<file path="src/rtl/router_tile_sequencer.sv">
// router_tile_sequencer
// ---------------------
// This block controls the router front-end. It decodes host writes into
// per-bank SRAM write enables. It then runs a multi-pass routing job over one
// input router and COL_COUNT weight routers. Each pass follows the sequence
// ROUTE -> DRAIN -> NEXT. The job ends with a one-cycle DONE state.
//
// Ports
//   i_clk, i_nrst        clock, asynchronous active-low reset
//   i_reg_clear          synchronous clear of all state (wins over everything)
//   i_start              job start pulse (accepted only in IDLE)
//   i_pass_count         passes in the job, sampled at start
//   i_drain_cycles       drain length after each pass, sampled at start
//   i_sram_select        host bank select
//   i_write_en           host write strobe
//   o_sram_write_en      one-hot bank write enables (combinational)
//   o_sel_err            host write dropped: bad select or job running
//   i_ir_ready           input router has data
//   i_wr_ready           per-column weight router ready
//   i_ir_pass_done       input router finished the current pass (pulse)
//   o_ir_en, o_wr_en     router enables
//   o_data_out_en        common pop strobe (one cycle after joint readiness)
//   o_reroute            reroute pulse between passes
//   o_sa_clear           systolic-array clear pulse between passes
//   o_pass_idx           current pass index
//   o_busy               job in progress (ROUTE, DRAIN, NEXT)
//   o_done               job complete pulse
//
// Handshake: a pop is issued only for a cycle in ROUTE where the input router
// and every weight router report ready together, and no pass_done arrives in
// that same cycle. o_data_out_en shows that pop one cycle later.
module router_tile_sequencer #(
    parameter int NUM_SRAM  = 2,
    parameter int COL_COUNT = 4,
    parameter int CNT_W     = 8,
    parameter int SEL_W     = (NUM_SRAM > 1) ? $clog2(NUM_SRAM) : 1
) (
    input  logic                 i_clk,
    input  logic                 i_nrst,
    input  logic                 i_reg_clear,
    input  logic                 i_start,
    input  logic [CNT_W-1:0]     i_pass_count,
    input  logic [CNT_W-1:0]     i_drain_cycles,
    input  logic [SEL_W-1:0]     i_sram_select,
    input  logic                 i_write_en,
    output logic [NUM_SRAM-1:0]  o_sram_write_en,
    output logic                 o_sel_err,
    input  logic                 i_ir_ready,
    input  logic [COL_COUNT-1:0] i_wr_ready,
    input  logic                 i_ir_pass_done,
    output logic                 o_ir_en,
    output logic [COL_COUNT-1:0] o_wr_en,
    output logic                 o_data_out_en,
    output logic                 o_reroute,
    output logic                 o_sa_clear,
    output logic [CNT_W-1:0]     o_pass_idx,
    output logic                 o_busy,
    output logic                 o_done
);

    typedef enum logic [2:0] {
        S_IDLE  = 3'd0,
        S_ROUTE = 3'd1,
        S_DRAIN = 3'd2,
        S_NEXT  = 3'd3,
        S_DONE  = 3'd4
    } state_t;

    state_t           r_state;
    state_t           w_next;
    logic [CNT_W-1:0] r_pass_cnt;
    logic [CNT_W-1:0] r_drain_val;
    logic [CNT_W-1:0] r_drain_left;
    logic [CNT_W-1:0] r_pass_idx;
    logic             r_en;
    logic             r_pop;
    logic             r_next_pulse;
    logic             r_done;

    logic             w_all_ready;
    logic             w_last_pass;
    logic             w_sel_in_range;
    logic             w_host_ok;

    assign w_all_ready = i_ir_ready & (&i_wr_ready);
    // r_pass_cnt is never 0 while a job runs, so this subtraction cannot wrap.
    assign w_last_pass = (r_pass_idx == (r_pass_cnt - 1'b1));

    // Host writes are accepted only while no job is in flight.
    assign w_sel_in_range = (int'(i_sram_select) < NUM_SRAM);
    assign w_host_ok      = w_sel_in_range && ((r_state == S_IDLE) || (r_state == S_DONE));
    assign o_sel_err      = i_write_en & ~w_host_ok;

    always_comb begin
        o_sram_write_en = '0;
        for (int i = 0; i < NUM_SRAM; i++) begin
            if (w_host_ok && i_write_en && (int'(i_sram_select) == i)) begin
                o_sram_write_en[i] = 1'b1;
            end
        end
    end

    always_comb begin
        w_next = r_state;
        case (r_state)
            S_IDLE: begin
                if (i_start) begin
                    if (i_pass_count != '0) begin
                        w_next = S_ROUTE;
                    end else begin
                        w_next = S_DONE;
                    end
                end
            end
            S_ROUTE: begin
                if (i_ir_pass_done) begin
                    w_next = S_DRAIN;
                end
            end
            S_DRAIN: begin
                if (r_drain_left == '0) begin
                    if (w_last_pass) begin
                        w_next = S_DONE;
                    end else begin
                        w_next = S_NEXT;
                    end
                end
            end
            S_NEXT:  w_next = S_ROUTE;
            S_DONE:  w_next = S_IDLE;
            default: w_next = S_IDLE;
        endcase
    end

    // The output registers are loaded from w_next. This lets enables, pulses
    // and o_done line up with the cycle the FSM spends in the matching state.
    always_ff @(posedge i_clk or negedge i_nrst) begin
        if (!i_nrst) begin
            r_state      <= S_IDLE;
            r_pass_cnt   <= '0;
            r_drain_val  <= '0;
            r_drain_left <= '0;
            r_pass_idx   <= '0;
            r_en         <= 1'b0;
            r_pop        <= 1'b0;
            r_next_pulse <= 1'b0;
            r_done       <= 1'b0;
        end else if (i_reg_clear) begin
            r_state      <= S_IDLE;
            r_pass_cnt   <= '0;
            r_drain_val  <= '0;
            r_drain_left <= '0;
            r_pass_idx   <= '0;
            r_en         <= 1'b0;
            r_pop        <= 1'b0;
            r_next_pulse <= 1'b0;
            r_done       <= 1'b0;
        end else begin
            r_state      <= w_next;
            r_en         <= (w_next == S_ROUTE) || (w_next == S_DRAIN) || (w_next == S_NEXT);
            // When pass_done arrives, the state change takes priority over a pop.
            r_pop        <= (r_state == S_ROUTE) && !i_ir_pass_done && w_all_ready;
            r_next_pulse <= (w_next == S_NEXT);
            r_done       <= (w_next == S_DONE);

            if ((r_state == S_IDLE) && i_start && (i_pass_count != '0)) begin
                r_pass_cnt  <= i_pass_count;
                r_drain_val <= i_drain_cycles;
                r_pass_idx  <= '0;
            end

            if ((r_state == S_ROUTE) && i_ir_pass_done) begin
                r_drain_left <= r_drain_val;
            end else if ((r_state == S_DRAIN) && (r_drain_left != '0)) begin
                r_drain_left <= r_drain_left - 1'b1;
            end

            if (r_state == S_NEXT) begin
                r_pass_idx <= r_pass_idx + 1'b1;
            end
        end
    end

    assign o_ir_en       = r_en;
    assign o_wr_en       = {COL_COUNT{r_en}};
    assign o_busy        = r_en;
    assign o_data_out_en = r_pop;
    assign o_reroute     = r_next_pulse;
    assign o_sa_clear    = r_next_pulse;
    assign o_pass_idx    = r_pass_idx;
    assign o_done        = r_done;

endmodule

</file>
<file path="config.mk">
export PLATFORM = sky130hd
export DESIGN_NAME = router_tile_sequencer
export DESIGN_NICKNAME = d
export VERILOG_FILES = /design/src/rtl/router_tile_sequencer.sv
export SDC_FILE = /design/constraint.sdc
export NUM_CORES = 1
export LEC_CHECK = 0
export CORE_ASPECT_RATIO = 0.9
export CORE_UTILIZATION = 50
export DETAILED_ROUTE_END_ITERATION = 12
export GPL_TIMING_DRIVEN = 0
export HOLD_SLACK_MARGIN = 0.12
export PLACE_DENSITY = 0.9
export SKIP_CTS_REPAIR_TIMING = 1
export SLEW_MARGIN = 0
export SYNTH_ARGS = -nofsm -noshare
export SYNTH_HDL_FRONTEND = slang
export SYNTH_SLANG_ARGS = --single-unit
</file>
<file path="constraint.sdc">
create_clock -name i_clk -period 3.3 [get_ports i_clk]
set_clock_uncertainty 0.2 [all_clocks]
set_input_delay 0.66 -clock i_clk [delete_from_list [all_inputs] [get_ports i_clk]]
set_output_delay 0.66 -clock i_clk [all_outputs]
set_load 0.05 [all_outputs]
</file>
# Yosys cells after proc, flatten, opt, wreduce, memory -nomap -nowiden
# Index checks and enable logic that the tools add are counted.
dict set report op_classes {
  n_reduce_logical 21
  muxes 23
  n_eq_ne 9
  add_sub_neg 3
  bitwise_logic 4
}
# operator count
set op_table {}
lappend op_table {{2-to-1 mux 8 bit} 10}
lappend op_table {{2-to-1 mux 3 bit} 6}
lappend op_table {{nonzero test 8 bit} 2}
lappend op_table {{subtractor 8 x 1 -> 8 bit (second input constant)} 2}
lappend op_table {{== test 3 x 2 -> 1 bit (second input constant)} 4}
lappend op_table {{one-hot mux 3 bit (4 select lines)} 1}
lappend op_table {{logical AND 1 bit} 9}
lappend op_table {{adder 8 x 1 -> 8 bit (second input constant)} 1}
lappend op_table {{== test 8 bit} 1}
lappend op_table {{logical NOT 8 bit} 1}
lappend op_table {{== test 3 x 1 -> 1 bit (second input constant)} 2}
lappend op_table {{== test 3 bit (second input constant)} 2}
lappend op_table {{2-to-1 mux 1 bit} 6}
lappend op_table {{nonzero test 3 bit} 2}
lappend op_table {{AND reduction 4 bit} 1}
lappend op_table {{logical NOT 3 bit} 1}
lappend op_table {{logical OR 1 bit} 3}
lappend op_table {{bitwise AND 1 bit} 2}
lappend op_table {{inverter 1 bit} 2}
lappend op_table {{nonzero test 2 bit} 1}
lappend op_table {{logical NOT 1 bit} 1}
dict set report word_totals {
  register_bits 39
  elab_cells 69
  out_inout_bits 21
}

# Longest topological paths before layout
dict set report logic_depth {
  ltp_word 9
  ltp_mapped 8
}

# Least setup slack after synthesis
# Ideal clock, no wire load.
dict set report synth_timing {
  path_kind {flip-flop to flip-flop}
  start {register r_pass_idx[7] (netlist: o_pass_idx[7])}
  end {register r_state[0]}
  stages_incl_launch_ff 6
  path_slack_ns 0.761
  period_less_slack_ns 2.539
  n_path_buf 0
  t_arrival_ns 2.201
  path_cell_list {dfrtp_1 -> xnor2_1 -> or4_1 -> a211o_1 -> a2111oi_4 -> o22ai_1}
}
dict set report synth_via {
  elab_chain_len 5
}
# item line_no
set synth_rtl {}
lappend synth_rtl {{from (decl)} 74} ;# logic [CNT_W-1:0] r_pass_idx;
lappend synth_rtl {{from (signal assigned)} 179} ;# r_pass_idx <= r_pass_idx + 1'b1;
lappend synth_rtl {{== test 8 bit} 87} ;# assign w_last_pass = (r_pass_idx == (r_pass_cnt - 1'b1));
lappend synth_rtl {{2-to-1 mux 3 bit} 122} ;# if (w_last_pass) begin
lappend synth_rtl {{2-to-1 mux 3 bit} 121} ;# if (r_drain_left == '0) begin
lappend synth_rtl {{one-hot mux 3 bit (4 select lines)} 105} ;# case (r_state)
lappend synth_rtl {{2-to-1 mux 3 bit} 148} ;# end else if (i_reg_clear) begin
lappend synth_rtl {{to (signal assigned)} 159} ;# r_state <= w_next;
lappend synth_rtl {{to (decl)} 69} ;# state_t r_state;
# No other way between the ends.
# A chain may end at the register's enable or synchronous reset.

# Final worst setup path
dict set report layout_timing {
  start {register r_state[1]}
  end {output port o_sram_write_en[0]}
}
dict set report layout_via {
  elab_chain_len 5
  elab_cells_between_ends 6
}
# item line_no
set layout_rtl {}
lappend layout_rtl {{== test 3 bit / logical NOT 3 bit (equally long branches)} 91} ;# assign w_host_ok = w_sel_in_range && ((r_state == S_IDLE) || (r_state == S_DONE));
lappend layout_rtl {{logical OR 1 bit *} 91}
lappend layout_rtl {{logical AND 1 bit * (2 in series)} 97} ;# if (w_host_ok && i_write_en && (int'(i_sram_select) == i)) begin
lappend layout_rtl {{2-to-1 mux 1 bit *} 97}
lappend layout_rtl {{to (decl)} 46} ;# output logic [NUM_SRAM-1:0] o_sram_write_en,
# Every way passes the cells marked *; elsewhere a longest branch is shown, timed or not.

==> qor.txt <==
Mean Syn Cell Area -> 9.357 um2
die width -> 71.46 um
run status -> complete, no violations
max_cap viols -> 0
GRT Max-Usage Layer -> met2
fmax -> 332.3 MHz
Worst Tran Pin Value -> 0.8768 ns
Hold Path Class -> input port to asynchronous set/reset pin
#FFs+latches synth -> 39
met3 Use GR -> 6.221%
area leader, netlist -> dfrtp_1
Max IR drop VDD -> 0.3145 mV
setup violators final -> 0
Leak Pwr -> 0.001214 uW
initial core utilization -> 52.58%
GRT Total Usage -> 22.29%
CTS Sinks -> 39
RSZ-0062 raised after global routing -> false
worst-skew pair later-pin latency -> 0.29 ns
drt total wl -> 4.639 mm
Initial DRC Count -> 202
Switching Share -> 35.62%
synth warn -> 0
Max FO, Critical Path -> 10
Fillers -> 316
chip height -> 64.51 um
met2 usage -> 35.24%
placed inst area -> 0.002706 mm2
pre-CTS setup slack -> -0.04197 ns
cell mode on critical path -> nor2_1
Gate power share -> 33.5%
Max-slew headroom -> 41.20%
Std-Cell Rows -> 22
largest net degree at the start of global routing -> 40
IO Port Bufs -> 48
Antenna Nets Post-Route -> 0
critical path arrival -> 2.15 ns
clock buffer count from CTS -> 5
Pwr Total -> 1337 uW
clock power share -> 23.7%
worst path cell trace -> clkbuf_1 > nor2_1 > nand2_1 > nor2_1 > clkdlybuf4s50_1
post-route cell area -> 0.002801 mm2
Vias -> 1,873
net count after synthesis -> 263
layout cell share with drive strength beyond 1 -> 7.292%
Net Switching -> 476.4 uW
Flop pwr share -> 42.8%
fin. max-slew vios -> 0
critical path's slowest cell -> clkdlybuf4s50_1
Crit Path Class -> flip-flop to primary output
top cells by area, synth -> dfrtp_1, nor2_1, mux2i_1
Cell Area, Synth -> 0.002171 mm2
post-synthesis sequential area ratio -> 44.96%
Root Driver -> clkbuf_8
Area growth syn-to-layout -> 29.05%
post-route minimum period -> 3.009 ns
setup TNS -> 0 ns
Vias/cell -> 5.574
commonest non-fill, non-tap cells in the layout -> clkdlybuf4s50_1, nor2_1, dfrtp_1, nand2_1, mux2i_1
Cells after Synth -> 232
GP Congestion -> 0.9026
DRC viols -> 0
Crit. End Element -> primary output
die area -> 0.004610 mm2
Int Pwr -> 861.1 uW
Required @ worst endpoint -> 2.44 ns
grt ovf -> 0
CTS clock-pin slew for the worst setup and hold paths -> 0.08 ns
period utilisation layout -> 91.18%
Pwr Density -> 477.4 mW/mm2
first-pass GRT wire length -> 8.004 mm
drt wl/cell -> 13.81 um
GR Util met1 -> 30.21%
initial antenna violation count -> 0
HPWL after DPL -> 3.371 mm
Fin. Hold Viols -> 0
setup ws final -> 0.2911 ns
Critical Path Max Stage Delay -> 0.80 ns
final core occ -> 67.85%
drt pass-1 iters -> 4
startpoint types -> flip-flop
H-tree depth -> 2
core area -> 0.004129 mm2
maximum clock path buffer count -> 2
vias in the first global route -> 1,762
Layout Nets -> 318
CTS tree -> yes
share of Yosys cell area claimed by the top area cell type -> 44.96%
origin of the critical flop-to-flop path -> r_pass_cnt[0]$_DFFE_PN0P_
most common cell after layout, fill and taps aside -> clkdlybuf4s50_1
I/O Pins -> 49
n_diodes -> 0
Distinct cells, synth -> 40
Critical path origin -> r_state[1]$_DFF_PN0_
[logic make-up after synthesis]
family	share of synthesized area (%)
simple gates	21.96
xor+xnor	6.859
flops	44.96
fa+ha+maj	1.729
compound gates	14.47
buf+inv	4.034
mux	5.994
[worst max-delay path: cells and delay by family (launching register included)]
kind                   cells  cell delay [ns]
AND/OR/NAND/NOR            3             0.39
flip-flops                 1             0.43
buffers and inverters      2             1.04
[sequential cells by signal, summed over array words and instances, names as in the netlist]
name           flops
o_busy             1
o_data_out_en      1
o_done             1
o_pass_idx         8
o_reroute          1
r_drain_left       8
r_drain_val        8
r_pass_cnt         8
r_state            3
[per-layer routing]
metal  vias up  wire length, um
li1        935                -
met3         4              286
met5         -                0
met2        70             2105
met4         0               40
met1       864             2206
[power groups by stage]
| stage | Clock, uW | Sequential (uW) | Combinational, uW |
|---|---|---|---|
| after floorplan | 0 | 578 | 312 |
| after global placement | 0 | 577 | 432 |
| after detailed placement | 0 | 580 | 442 |
| after CTS | 320 | 571 | 447 |
| after global routing | 344 | 580 | 492 |
| final | 316 | 572 | 449 |
[through the flow]
| stage | hold WS [ns] | instances |
|---|---|---|
| after global routing | 0.3314 | 336 |
| after detailed placement | 0.3131 | 328 |
| after global placement | 0.3050 | 328 |
| after CTS | 0.2925 | 336 |
| final | 0.2686 | 336 |
| after floorplan | 0.1644 | 232 |
[Yosys cell counts]
master and number:
mux2i_1 13, o31a_1 1, a21oi_2 1, or3b_2 1
o2bb2ai_1 2, o21ai_0 12, inv_1 5, xnor2_1 9
or2_2 1, a21oi_1 7, o211ai_1 2, nand3b_1 1
nor3_1 5, o21ai_1 2, nor4_1 3, or4_1 4
nor2_1 39, o311ai_0 1, o22ai_1 1, ha_1 3
a2111oi_4 1, a211oi_1 7, a32o_1 1, a22oi_1 5
nor3b_1 2, xor2_1 8, a211o_1 1, nor4b_1 2
clkbuf_1 5, nand4_1 1, buf_4 6, dfrtp_1 39
or3_1 3, nand2b_1 3, nand3_1 7, o31ai_1 1
nand2_1 16, and3_1 4, nor2b_1 6, buf_2 1
[worst paths after layout]
kind / endpoint / slack [ns] / cells past startpoint
setup / recovery: o_sram_write_en[0] / 0.29 / 5
hold / removal: o_pass_idx[6]$_DFFE_PN0P_ / 0.27 / 1
setup reg to reg: r_state[0]$_DFF_PN0_ / 0.59 / 8
hold reg to reg: r_drain_val[2]$_DFFE_PN0P_ / 0.32 / 2
max in group asynchronous: r_state[2]$_DFF_PN0_ / 2.10 / 1
min in group i_clk: r_drain_val[2]$_DFFE_PN0P_ / 0.32 / 2
[final cells by class]
type | count | area [um2] | share of cell area [%]
flip-flops and latches | 39 | 975.9 | 34.84
plain buffers | 12 | 68.82 | 2.456
multi-input cells | 176 | 1114 | 39.75
inverters | 5 | 18.77 | 0.6699
well taps | 48 | 60.06 | 2.144
clock inverters | 3 | 20.02 | 0.7146
repair buffers | 48 | 475.5 | 16.97
clock buffers | 5 | 68.82 | 2.456
(Power assumes the default switching activity.)
